File: config.mk
export PLATFORM = sky130hd
export DESIGN_NAME = encoder_round_ctrl_flat
export DESIGN_NICKNAME = d
export VERILOG_FILES = /design/src/rtl/encoder_pkg.sv /design/src/rtl/encoder_round_ctrl_if.sv /design/src/rtl/stage_watchdog.sv /design/src/rtl/encoder_round_ctrl.sv /design/src/flat_wrapper.sv
export SDC_FILE = /design/constraint.sdc
export NUM_CORES = 1
export LEC_CHECK = 0
export CAP_MARGIN = 30
export CELL_PAD_IN_SITES_DETAIL_PLACEMENT = 0
export CELL_PAD_IN_SITES_GLOBAL_PLACEMENT = 1
export CORE_MARGIN = 4
export CORE_UTILIZATION = 35
export CTS_BUF_LIST = sky130_fd_sc_hd__clkbuf_4 sky130_fd_sc_hd__clkbuf_8
export DETAILED_ROUTE_END_ITERATION = 8
export PLACE_DENSITY_LB_ADDON = 0.1
export SETUP_SLACK_MARGIN = 0.4
export SYNTH_ARGS = -nofsm -noshare
export SYNTH_HDL_FRONTEND = slang
export SYNTH_HIERARCHICAL = 1
export SYNTH_SLANG_ARGS = --single-unit
export TNS_END_PERCENT = 50
File: constraint.sdc
create_clock -name clk -period 7.2 [get_ports clk]
set_clock_uncertainty 0.2 [all_clocks]
set_input_delay 0.72 -clock clk [delete_from_list [all_inputs] [get_ports clk]]
set_output_delay 0.72 -clock clk [all_outputs]
set_load 0.01 [all_outputs]
File: src/rtl/encoder_pkg.sv
// Shared definitions for the encoder round sequencer.
// Holds the sequencer state encoding, the stage codes reported on the
// `stage` output, default round/timeout values and small state helpers.
package encoder_pkg;

    typedef enum logic [3:0] {
        S_IDLE,
        S_PAR_GO, S_PAR_WAIT,
        S_ROT_GO, S_ROT_WAIT,
        S_PER_GO, S_PER_WAIT,
        S_REV_GO, S_REV_WAIT,
        S_RC_GO,  S_RC_WAIT,
        S_DONE
    } state_t;

    localparam logic [2:0] STG_PAR  = 3'd0;
    localparam logic [2:0] STG_ROT  = 3'd1;
    localparam logic [2:0] STG_PER  = 3'd2;
    localparam logic [2:0] STG_REV  = 3'd3;
    localparam logic [2:0] STG_RC   = 3'd4;
    localparam logic [2:0] STG_IDLE = 3'd7;

    localparam int NUM_ROUNDS_DEF = 24;
    localparam int TIMEOUT_DEF    = 1023;

    // Stage code reported for a given state; IDLE and DONE both report 7.
    function automatic logic [2:0] stage_of(input state_t s);
        case (s)
            S_PAR_GO, S_PAR_WAIT: stage_of = STG_PAR;
            S_ROT_GO, S_ROT_WAIT: stage_of = STG_ROT;
            S_PER_GO, S_PER_WAIT: stage_of = STG_PER;
            S_REV_GO, S_REV_WAIT: stage_of = STG_REV;
            S_RC_GO,  S_RC_WAIT:  stage_of = STG_RC;
            default:              stage_of = STG_IDLE;
        endcase
    endfunction

    function automatic logic is_wait(input state_t s);
        is_wait = (s == S_PAR_WAIT) || (s == S_ROT_WAIT) || (s == S_PER_WAIT) ||
                  (s == S_REV_WAIT) || (s == S_RC_WAIT);
    endfunction

endpackage

File: src/rtl/encoder_round_ctrl_if.sv
// Command and stage handshake bundle of the encoder round sequencer.
//   start, abort            : top-level command inputs
//   ready_*                 : stage-complete indications from the datapath
//   start_*                 : one-cycle stage start pulses to the datapath
//   busy, done, error       : status
//   round, stage            : progress (round index, active stage code)
// slave  : the sequencer side
// master : the command issuer / datapath side
interface encoder_round_ctrl_if;
    logic       start;
    logic       abort;
    logic       ready_par, ready_rot, ready_per, ready_rev, ready_RC;
    logic       start_par, start_rot, start_per, start_rev, start_RC;
    logic       busy;
    logic       done;
    logic       error;
    logic [4:0] round;
    logic [2:0] stage;

    modport slave (
        input  start, abort,
        input  ready_par, ready_rot, ready_per, ready_rev, ready_RC,
        output start_par, start_rot, start_per, start_rev, start_RC,
        output busy, done, error, round, stage
    );

    modport master (
        output start, abort,
        output ready_par, ready_rot, ready_per, ready_rev, ready_RC,
        input  start_par, start_rot, start_per, start_rev, start_RC,
        input  busy, done, error, round, stage
    );
endinterface

File: src/rtl/stage_watchdog.sv
// Wait-cycle watchdog shared by all WAIT states of the sequencer.
//   clk, rst : clock, asynchronous active-high reset
//   clr      : clear the count (held while not waiting)
//   en       : count one more cycle spent waiting
//   timeout  : this is the TIMEOUT-th waiting cycle; never set when TIMEOUT=0
module stage_watchdog #(
    parameter int TIMEOUT = 1023
) (
    input  logic clk,
    input  logic rst,
    input  logic clr,
    input  logic en,
    output logic timeout
);
    localparam int CNT_W = (TIMEOUT < 2) ? 1 : $clog2(TIMEOUT + 1);

    logic [CNT_W-1:0] cnt_q;

    always_ff @(posedge clk or posedge rst) begin
        if (rst)
            cnt_q <= '0;
        else if (clr)
            cnt_q <= '0;
        else if (en)
            cnt_q <= cnt_q + 1'b1;
    end

    // The count equals the number of waiting cycles already completed, so the
    // flag fires in the last allowed waiting cycle and the FSM leaves after
    // exactly TIMEOUT cycles in WAIT.
    assign timeout = (TIMEOUT != 0) && en && (cnt_q == CNT_W'(TIMEOUT - 1));

endmodule

File: src/rtl/encoder_round_ctrl.sv
// Round sequencer for the encoder datapath.
// Drives the five transform stages (par, rot, per, rev, RC) in order through
// their start/ready handshakes, repeating for NUM_ROUNDS rounds (1..31).
// Ports:
//   clk, rst : clock, asynchronous active-high reset
//   bus      : encoder_round_ctrl_if.slave (command, handshakes, status)
// Every output is a register loaded from the next-state value, so outputs
// line up with the state they describe without any input-to-output path.
module encoder_round_ctrl
    import encoder_pkg::*;
#(
    parameter int NUM_ROUNDS = NUM_ROUNDS_DEF,
    parameter int TIMEOUT    = TIMEOUT_DEF
) (
    input  logic                 clk,
    input  logic                 rst,
    encoder_round_ctrl_if.slave  bus
);
    state_t     state_q, state_n;
    logic [4:0] round_q, round_n;
    logic       error_q, error_n;
    logic [4:0] start_q;
    logic       busy_q, done_q;
    logic [2:0] stage_q;
    logic       in_wait, timeout;

    assign in_wait = is_wait(state_q);

    stage_watchdog #(.TIMEOUT(TIMEOUT)) u_wdog (
        .clk     (clk),
        .rst     (rst),
        .clr     (!in_wait),
        .en      (in_wait),
        .timeout (timeout)
    );

    always_ff @(posedge clk or posedge rst) begin
        if (rst) begin
            state_q <= S_IDLE;
            round_q <= '0;
            error_q <= 1'b0;
            start_q <= '0;
            busy_q  <= 1'b0;
            done_q  <= 1'b0;
            stage_q <= STG_IDLE;
        end else begin
            state_q <= state_n;
            round_q <= round_n;
            error_q <= error_n;
            start_q <= {state_n == S_RC_GO,  state_n == S_REV_GO, state_n == S_PER_GO,
                        state_n == S_ROT_GO, state_n == S_PAR_GO};
            busy_q  <= (state_n != S_IDLE);
            done_q  <= (state_n == S_DONE);
            stage_q <= stage_of(state_n);
        end
    end

    always_comb begin
        state_n = state_q;
        round_n = round_q;
        error_n = error_q;
        case (state_q)
            S_IDLE: begin
                if (bus.start && !bus.abort) begin
                    state_n = S_PAR_GO;
                    round_n = '0;
                    error_n = 1'b0;
                end
            end
            S_PAR_GO: state_n = S_PAR_WAIT;
            S_ROT_GO: state_n = S_ROT_WAIT;
            S_PER_GO: state_n = S_PER_WAIT;
            S_REV_GO: state_n = S_REV_WAIT;
            S_RC_GO:  state_n = S_RC_WAIT;
            S_PAR_WAIT: begin
                if (bus.ready_par) state_n = S_ROT_GO;
                else if (timeout) begin state_n = S_IDLE; error_n = 1'b1; end
            end
            S_ROT_WAIT: begin
                if (bus.ready_rot) state_n = S_PER_GO;
                else if (timeout) begin state_n = S_IDLE; error_n = 1'b1; end
            end
            S_PER_WAIT: begin
                if (bus.ready_per) state_n = S_REV_GO;
                else if (timeout) begin state_n = S_IDLE; error_n = 1'b1; end
            end
            S_REV_WAIT: begin
                if (bus.ready_rev) state_n = S_RC_GO;
                else if (timeout) begin state_n = S_IDLE; error_n = 1'b1; end
            end
            S_RC_WAIT: begin
                if (bus.ready_RC) begin
                    if (round_q == 5'(NUM_ROUNDS - 1)) begin
                        state_n = S_DONE;
                    end else begin
                        state_n = S_PAR_GO;
                        round_n = round_q + 5'd1;
                    end
                end else if (timeout) begin
                    state_n = S_IDLE;
                    error_n = 1'b1;
                end
            end
            S_DONE:  state_n = S_IDLE;
            default: state_n = S_IDLE;
        endcase
        // Abort overrides readiness and the watchdog; round and error are kept.
        if (bus.abort && (state_q != S_IDLE)) begin
            state_n = S_IDLE;
            round_n = round_q;
            error_n = error_q;
        end
    end

    assign bus.start_par = start_q[0];
    assign bus.start_rot = start_q[1];
    assign bus.start_per = start_q[2];
    assign bus.start_rev = start_q[3];
    assign bus.start_RC  = start_q[4];
    assign bus.busy      = busy_q;
    assign bus.done      = done_q;
    assign bus.error     = error_q;
    assign bus.round     = round_q;
    assign bus.stage     = stage_q;

endmodule
File: src/flat_wrapper.sv
// flat-port wrapper written by rule: the top's interface ports become plain ports
module encoder_round_ctrl_flat import encoder_pkg::*;
#(
    parameter int NUM_ROUNDS = NUM_ROUNDS_DEF,
    parameter int TIMEOUT    = TIMEOUT_DEF
)
  (clk, rst, bus_start, bus_abort, bus_ready_par, bus_ready_rot, bus_ready_per, bus_ready_rev, bus_ready_RC, bus_start_par, bus_start_rot, bus_start_per, bus_start_rev, bus_start_RC, bus_busy, bus_done, bus_error, bus_round, bus_stage);
  encoder_round_ctrl_if bus_i ();
  input  logic clk;
  input  logic rst;
  input wire logic [$bits(bus_i.start)-1:0] bus_start;
  input wire logic [$bits(bus_i.abort)-1:0] bus_abort;
  input wire logic [$bits(bus_i.ready_par)-1:0] bus_ready_par;
  input wire logic [$bits(bus_i.ready_rot)-1:0] bus_ready_rot;
  input wire logic [$bits(bus_i.ready_per)-1:0] bus_ready_per;
  input wire logic [$bits(bus_i.ready_rev)-1:0] bus_ready_rev;
  input wire logic [$bits(bus_i.ready_RC)-1:0] bus_ready_RC;
  output wire logic [$bits(bus_i.start_par)-1:0] bus_start_par;
  output wire logic [$bits(bus_i.start_rot)-1:0] bus_start_rot;
  output wire logic [$bits(bus_i.start_per)-1:0] bus_start_per;
  output wire logic [$bits(bus_i.start_rev)-1:0] bus_start_rev;
  output wire logic [$bits(bus_i.start_RC)-1:0] bus_start_RC;
  output wire logic [$bits(bus_i.busy)-1:0] bus_busy;
  output wire logic [$bits(bus_i.done)-1:0] bus_done;
  output wire logic [$bits(bus_i.error)-1:0] bus_error;
  output wire logic [$bits(bus_i.round)-1:0] bus_round;
  output wire logic [$bits(bus_i.stage)-1:0] bus_stage;
  assign bus_i.start = bus_start;
  assign bus_i.abort = bus_abort;
  assign bus_i.ready_par = bus_ready_par;
  assign bus_i.ready_rot = bus_ready_rot;
  assign bus_i.ready_per = bus_ready_per;
  assign bus_i.ready_rev = bus_ready_rev;
  assign bus_i.ready_RC = bus_ready_RC;
  assign bus_start_par = bus_i.start_par;
  assign bus_start_rot = bus_i.start_rot;
  assign bus_start_per = bus_i.start_per;
  assign bus_start_rev = bus_i.start_rev;
  assign bus_start_RC = bus_i.start_RC;
  assign bus_busy = bus_i.busy;
  assign bus_done = bus_i.done;
  assign bus_error = bus_i.error;
  assign bus_round = bus_i.round;
  assign bus_stage = bus_i.stage;
  encoder_round_ctrl #(.NUM_ROUNDS(NUM_ROUNDS), .TIMEOUT(TIMEOUT)) u_core (.clk(clk), .rst(rst), .bus(bus_i));
endmodule
# == Yosys cells after proc, flatten, opt, wreduce, memory -nomap -nowiden ==
# Memory sizes are Yosys's and may differ from the RTL's. A register that Yosys moved wholly into a read port is not among the register bits.
# Cells that the tools add are included.
# classes
add_sub_neg,2
eq_ne,26
n_mux,23
bitwise,1
reduce_logical,15
# ops
op,count
$pmux 4 s11,1
$mux 4,9
$eq 4x3->1 const B,6
$eq 4x4->1 const B,5
$mux 5,3
$ne 2x2->1 const B,7
$eq 4x2->1 const B,3
$add 10x1->10 const B,1
$eq 10x10->1 const B,1
$mux 10,1
$pmux 5 s2,1
$eq 4x1->1 const B,2
$reduce_and 8->1,1
$reduce_bool 4->1,2
$mux 1,7
$pmux 1 s6,1
$reduce_bool 6->1,1
$add 5x1->5 const B,1
$eq 5x5->1 const B,1
$reduce_and 5->1,1
$logic_not 4->1,1
$logic_or 1x1->1,4
$logic_and 1x1->1,3
$ne 2x1->1 const B,1
other kinds (3),3
# totals
ff_bits,27
romBits,48
output_inout_bits,16
elab_cells,75
mem_count,1
# mem_list
memory,depth,word_bits,read_ports,rd_ports_with_merged_regs,write_ports,line,text
(name not given),16,3,1,1,0,encoder_pkg.sv:28,case (s)

# == Depth between registers and ports, before layout ==
# depth
ltp_word,11
depth_mapped,16
depth_no_buf,14

# == Modules after synthesis ==
# Netlist, hierarchy kept.
# by_module_without_submodules
mod,instances,cells_per_inst,area_per_inst_um2,seq_area_each_um2
encoder_round_ctrl,1,119,1149.9,504.2
stage_watchdog,1,53,534.3,250.2

# == Worst setup path before layout ==
# OpenSTA, ideal clock, no wires.
# synth_timing
path_type,reg-to-reg
from,register u_core.state_q[1]
to,"register u_core.stage_q[1], in the netlist u_core/bus.stage[1]"
setup_time_ns,0.077
t_arrival_ns,2.475
t_required_ns,6.923
path_slack_ns,4.448
stages_incl_launch_ff,15
path_buffers,2
cell_sequence,dfrtp_1 -> buf_2 -> nor2_2 -> a21oi_1 -> buf_4 -> nand3_1 -> nor3_1 -> nor2_1 -> a21oi_1 -> o22ai_1 -> nand3_1 -> a21o_1 -> ha_1 -> or3_1 -> a31oi_1
# synth_between
elab_chain_cells,10
# synth_lines
element,line,text
"start, declared",encoder_round_ctrl.sv:19,"state_t state_q, state_n;"
"start signal, assigned",encoder_round_ctrl.sv:47,state_q <= state_n;
$eq 4x2->1 / $eq 4x3->1 (equally long branches),encoder_pkg.sv:39,is_wait = (s == S_PAR_WAIT) || (s == S_ROT_WAIT) || (s == S_PER_WAIT) ||
$logic_or 1x1->1 (3 in series),encoder_pkg.sv:39,
$logic_or 1x1->1 *,encoder_pkg.sv:40,(s == S_REV_WAIT) || (s == S_RC_WAIT);
via u_core.in_wait,encoder_round_ctrl.sv:25,"logic in_wait, timeout;"
$logic_and 1x1->1 *,stage_watchdog.sv:31,assign timeout = (TIMEOUT != 0) && en && (cnt_q == CNT_W'(TIMEOUT - 1));
via u_core.timeout,encoder_round_ctrl.sv:25,
$mux 4 *,--,
$mux 4 (on tied branches),--,
$pmux 4 s11 *,encoder_round_ctrl.sv:62,case (state_q)
$mux 4 *,encoder_round_ctrl.sv:108,if (bus.abort && (state_q != S_IDLE)) begin
"end, declared",encoder_round_ctrl.sv:24,logic [2:0] stage_q;
# Mark *: on every way through the listed nets, which the timed path passes. The rest lies on a longest branch.
# A chain may end at the register's enable or synchronous reset.

# == Final worst setup path ==
# Ends and elaborated chain as after synthesis.

==> out/results.ini <==
[placed_design]
dp_slack_ps = 3942
dpl-instance-area_mm2 = 0.001924
hpwl_um = 2811
port_buffers = 24
dp_cells = 239
gp_congestion = 0.8608

[global_route]
overflow = 0
grt_max_degree = 21
grt_pass1_vias = 1309
grt_pass1_wl_um = 6596
antenna_found_initial = 0
grt_usage_pct = 13.90

[critical_path]
endpoint = u_core/bus.stage[1]
cp.arrival_ps = 3300
critPathRequiredTime_ps = 7210
cp_max_fo = 10
reg2reg_from = u_core/state_q[1]
worst-path-buf-inv = 2
cp_top_family = compound AO/OA/AOI/OAI gates
crit_type = reg -> reg
r2r-end = u_core/bus.stage[1]
rrSetupSlack_ps = 3910
rr_worst_depth = 13
cp-startpoint = u_core/state_q[1]
crit_chain = nor2_2, a21oi_1, nand3_1, nor3_1, inv_1, a21oi_1, o22ai_1, nand3_1, a21o_1, ha_1, inv_1, nor3_1, a31oi_1
cp-end-kind = register
crit_slowest_cell = a21oi_1
worstSetupStartpointType = register
crit_cells = 13
crit_path_max_incr_delay_ps = 660

[pwr]
p_leak_nw = 0.8526
powerDensity_mw_per_mm2 = 322.4
vdd_drop_max_uv = 154.5

[synthesis]
synthArstFlopShare_pct = 100.0
synth_warnings = 6
synth_cell_types = 48
synth_cells = 172
ys_seq_area_share_pct = 44.80
synth_nets = 188
synth_edf_count = 0
ys_seq_elements = 30
postSynthAreaPerCell_um2 = 9.791
synth.cell_area_mm2 = 0.001684
synth_flop_cell = dfrtp_1

[final_layout]
fill_cells = 436
syn2layout_area_growth_pct = 19.91
regArea_um2 = 754.5
drive_gt1_share_pct = 10.77
fin_cells = 247
n_antenna_cell = 0
final_nets = 210
final_area_mm2 = 0.002019
multi_input_area_um2 = 804.5

[sta]
drv_slew = 0
layout_setup_ws_ps = 3910
setup_viol = 0
finalHoldViolCount = 0
finalCritPeriodShare_pct = 45.69
worst_slew_pin_slew_ps = 803.7
rsz0062_at_grt = no
max_freq_mhz = 304.0
setup_tns_ps = 0
slew_headroom_pct = 46.36
final.min_clock_period_ps = 3290

[clock_tree]
clock_latency_ps = 280
clkSinkCount = 30
ctsRootBufferMaster = clkbuf_8
cts_tree = built
cts_made_buffers = 5
cts_setup_buffers = 0
clk_path_buf_depth = 2
clk_pin_slew_worst_paths_ps = 70
cts_resized = 0
htree_levels = 2
cts_hold_buf = 0

[route]
wl_per_cell_um = 15.28
avgViaCountPerCell = 5.393
antenna_left = 0
drt_first_iter_violations = 56
drt-total-wl_um = 3774
first_pass_iters = 4
vias = 1332
drc_errors = 0

[min_path]
holdCritPathClass = reg -> reg

[die]
die_h_um = 77.37
die_area_mm2 = 0.005985
die_x_um = 77.37
start_util_pct = 37.39
coreArea_mm2 = 0.004504
pin_count = 25
rows = 24

[status]
status = complete, no violations

[job]
maxCapViolations = 0

## cell families (layout without fill, tap and decap cells)
logic type / count (synthesis) / after routing / synth area share [%]
xor+xnor: 7 / 7 / 3.640
flops: 30 / 30 / 44.80
fa+ha+maj: 7 / 7 / 5.200
mux: 3 / 3 / 1.932
simple gates: 61 / 61 / 19.17
compound gates: 39 / 39 / 17.83
buf+inv: 25 / 48 / 7.429
## cells in the final DEF (no fill, tap or decap), types with 5 or more instances in the layout
| cell type | synthesis | final |
|---|---|---|
| a21oi_1 | 10 | 10 |
| clkbuf_8 | 0 | 6 |
| clkdlybuf4s50_1 | 0 | 24 |
| dfrtp_1 | 27 | 27 |
| ha_1 | 7 | 7 |
| inv_1 | 16 | 16 |
| nand2_1 | 10 | 10 |
| nand3_1 | 6 | 6 |
| nor2_1 | 19 | 19 |
| o21ai_0 | 5 | 5 |
## Yosys cell counts (2+ instances only)
master	number	area [um^2]
a21o_1	4	30.03
a21oi_1	10	50.05
a221oi_2	2	30.03
a22o_1	2	17.52
a31oi_1	3	18.77
and3_1	2	12.51
buf_2	4	20.02
buf_6	3	33.78
dfrtp_1	27	675.7
dfstp_2	3	78.83
ha_1	7	87.58
inv_1	16	60.06
mux2_2	2	22.52
nand2_1	10	37.54
nand3_1	6	30.03
nand4_1	2	12.51
nor2_1	19	71.32
nor3_1	3	15.01
nor4_1	2	12.51
o21ai_0	5	25.02
o31ai_1	4	30.03
or3_1	2	12.51
or4_1	4	30.03
xnor2_1	4	35.03
xor2_1	3	26.28
## power by group
part           internal, mW  switching (mW)
combinational         0.113           0.155
sequential            0.207          0.0323
clock                0.0767          0.0675
## tightest hold or removal path: cells and delay by family (launching register included)
family | cells | cell delay (ps)
AOI/OAI and AO/OA | 1 | 50
and+or+nand+nor | 1 | 80
DFF | 1 | 370
## sequential cells by signal, summed over array words and instances (netlist names)
register,count
u_core/state_q,4
u_core/bus.error,1
u_core/u_wdog/cnt_q,10
u_core/bus.busy,1
u_core/bus.round,5
u_core/start_q,5
u_core/bus.done,1
u_core/bus.stage,3
## final cells by class
| type | instances | share of cell area, % |
|---|---|---|
| Multi-Input combinational cell | 117 | 39.84 |
| Tap cell | 52 | 3.222 |
| Inverter | 16 | 2.974 |
| Timing Repair Buffer | 24 | 11.90 |
| Clock inverter | 2 | 0.6196 |
| Sequential cell | 30 | 37.36 |
| Clock buffer | 6 | 4.089 |
## layer usage
layer	global-route usage, %	routed length, um
met1	17.46	1654
met2	23.14	1900
met3	3.356	157
met4	5.338	62
met5	0	0
## per-stage QoR
step	total power, mW	hold WS [ps]	util (%)
after CTS	0.6608	337.7	44.83
after detailed placement	0.5117	318.1	42.72
after global routing	0.7017	383.8	44.83
after floorplan	0.4353	319.4	-
after global placement	0.5080	321.1	42.72
final	0.6511	339.7	44.83
## how the worst min path moves through the flow
stage | cells past startpoint | endpoint | slack [ps] | startpoint
4_1_cts | 2 | u_core/bus.error | 340 | u_core/bus.error
3_5_place_dp | 2 | u_core/bus.error | 320 | u_core/bus.error
5_1_grt | 2 | u_core/u_wdog/cnt_q[8] | 380 | u_core/u_wdog/cnt_q[8]
6_report | 2 | u_core/bus.error | 340 | u_core/bus.error
3_3_place_gp | 2 | u_core/bus.error | 320 | u_core/bus.error
2_1_floorplan | 2 | u_core/u_wdog/cnt_q[8] | 320 | u_core/u_wdog/cnt_q[8]
Note: power is estimated with default switching activity, not from simulation.
==> patch (same flow settings) <==
Set the package constant `TIMEOUT_DEF` to 255 (it was 1023).
--- a/src/rtl/encoder_pkg.sv
+++ b/src/rtl/encoder_pkg.sv
@@ -21,7 +21,7 @@
     localparam logic [2:0] STG_IDLE = 3'd7;
 
     localparam int NUM_ROUNDS_DEF = 24;
-    localparam int TIMEOUT_DEF    = 1023;
+    localparam int TIMEOUT_DEF    = 255;
 
     // Stage code reported for a given state; IDLE and DONE both report 7.
     function automatic logic [2:0] stage_of(input state_t s);
Function: same outputs for any inputs over 10 cycles, from zero or initial values and one cycle with rst high; that may be too few to reach the edited logic, so the function may still have changed.
==> patch against the unedited design <==
  * Design area decreased by 6.5%
  * Sequential cell count decreased by 2
  * Sequential power decreased by 5%
  * Non-clock buffer count unchanged
  * Critical path type unchanged
  * Wire length decreased by 6.4%
  * Power decreased by 4.9%
  * Synthesized area decreased by 6.8%
  * Critical endpoint unchanged
  * Worst setup slack improved by 0.012 ns
  * Highest routed layer unchanged
  * Count of clock-buffer cells in the layout decreased by 3
==> patch: results (changes against the unedited design) <==
clock root cell clkbuf_8 (unchanged); Routability Congestion 0.835 (was 0.861); crit path DAT 3.27 ns (was 3.30 ns); vias in the first global route 1147 (was 1309); Avg WL per Cell 15.2 µm (was 15.3 µm); dpl cells 229 (was 239); largest net degree at the start of global routing 21 (unchanged); slowest stage delay, CP 0.68 ns (was 0.66 ns); Clock transition at path regs 0.11 ns (was 0.07 ns); all-layer global routing usage 13.7% (was 13.9%); ys flop type dfrtp_1 (unchanged); Iteration-0 DRC Markers 154 (was 56); Synth area leaders dfrtp_1 (40%), ha_1 (5.6%), dfstp_2 (5.0%) (was dfrtp_1 (40%), ha_1 (5.2%), dfstp_2 (4.7%)); mux cell area share after synthesis 2.07% (was 1.93%); Top Family by Delay on Critical Path compound AO/OA/AOI/OAI gates (unchanged); syn_area_per_cell 9.75 µm² (was 9.79 µm²); Num CTS Buffers 3 (was 5); initial antenna violation count 0 (unchanged); pre-CTS WS 3.95 ns (was 3.94 ns); ant diodes 0 (unchanged); first-pass GRT wire length 5840 µm (was 6600 µm); Syn Nets 177 (was 188); depth of the CTS H-tree 1 (was 2); placed wire-length estimate 2640 µm (was 2810 µm); crit-path max FO 10 (unchanged); max reg flops 8 (was 10); IR drop worst, VDD 194 µV (was 155 µV); Post-Synth Adder-Cell Area 5.58% (was 5.20%); Synth Area in XOR/XNOR 3.91% (was 3.64%); Synth Area in Compound Gates 15.9% (was 17.8%); sequential area share after synthesis 44.9% (was 44.8%); vias per std cell 5.18 (was 5.39); Worst Max-Slew Pin Slew 0.816 ns (was 0.804 ns); synth unique cells 42 (was 48); Leak Pwr 0.821 nW (was 0.853 nW); Final nets 198 (was 210); largest register by flop count u_core/u_wdog/cnt_q (unchanged); status complete, no violations (unchanged); share of cells above drive strength 1 8.29% (was 10.8%); DRT antenna net count 0 (unchanged); synth cell count leaders dfrtp_1 (25), nor2_1 (20), inv_1 (15) (was dfrtp_1 (27), nor2_1 (19), inv_1 (16)); Post-DP Area 1820 µm² (was 1920 µm²); Routed WL 3530 µm (was 3770 µm); Syn. warnings 6 (unchanged); iteration count of the initial detailed-routing pass 4 (unchanged)
-- patch: per-layer routing --
metal  part of all wire, %  global-route usage [%]
met1                    51                    21.2
met3                   7.3                    3.20
met5                     0                       0
met2                    41                    19.4
met4                  0.42                    2.37
-- patch: final timing paths --
| check | slack [ns] | to | from | cells past startpoint |
|---|---|---|---|---|
| min | 0.37 | u_core/bus.round[2] | u_core/bus.round[2] | 1 |
| max reg2reg | 3.92 | u_core/bus.stage[1] | u_core/state_q[1] | 13 |
| min reg2reg | 0.37 | u_core/bus.round[2] | u_core/bus.round[2] | 1 |
| min in group asynchronous | 0.50 | u_core/u_wdog/cnt_q[0] | rst | 2 |
| max in group asynchronous | 5.56 | u_core/state_q[2] | rst | 2 |
| max | 3.92 | u_core/bus.stage[1] | u_core/state_q[1] | 13 |
-- patch: final cells by class --
type / count / area (µm²)
clock inverter: 1 / 30.0
multi-input combinational: 110 / 751
inverter: 15 / 56.3
tap: 52 / 65.1
sequential: 28 / 704
fill: 428 / 2470
timing repair buffer: 24 / 240
clock buffer: 3 / 41.3
-- patch: where the power goes --
part	leakage, nW	total (mW)	internal [mW]	switching, mW
clock	0.0357	0.127	0.0745	0.0527
sequential	0.371	0.228	0.195	0.0324
combinational	0.414	0.264	0.112	0.152
total	0.821	0.619	0.382	0.237
-- patch: cells by family (layout without fill, tap and decap cells) --
family,count (synthesis),in the layout
adders and majority gates,7,7
DFF,28,28
muxes,3,3
and+or+nand+nor,60,60
xor gates and xnor gates,7,7
buffers and inverters,23,43
AOI/OAI and AO/OA,33,33
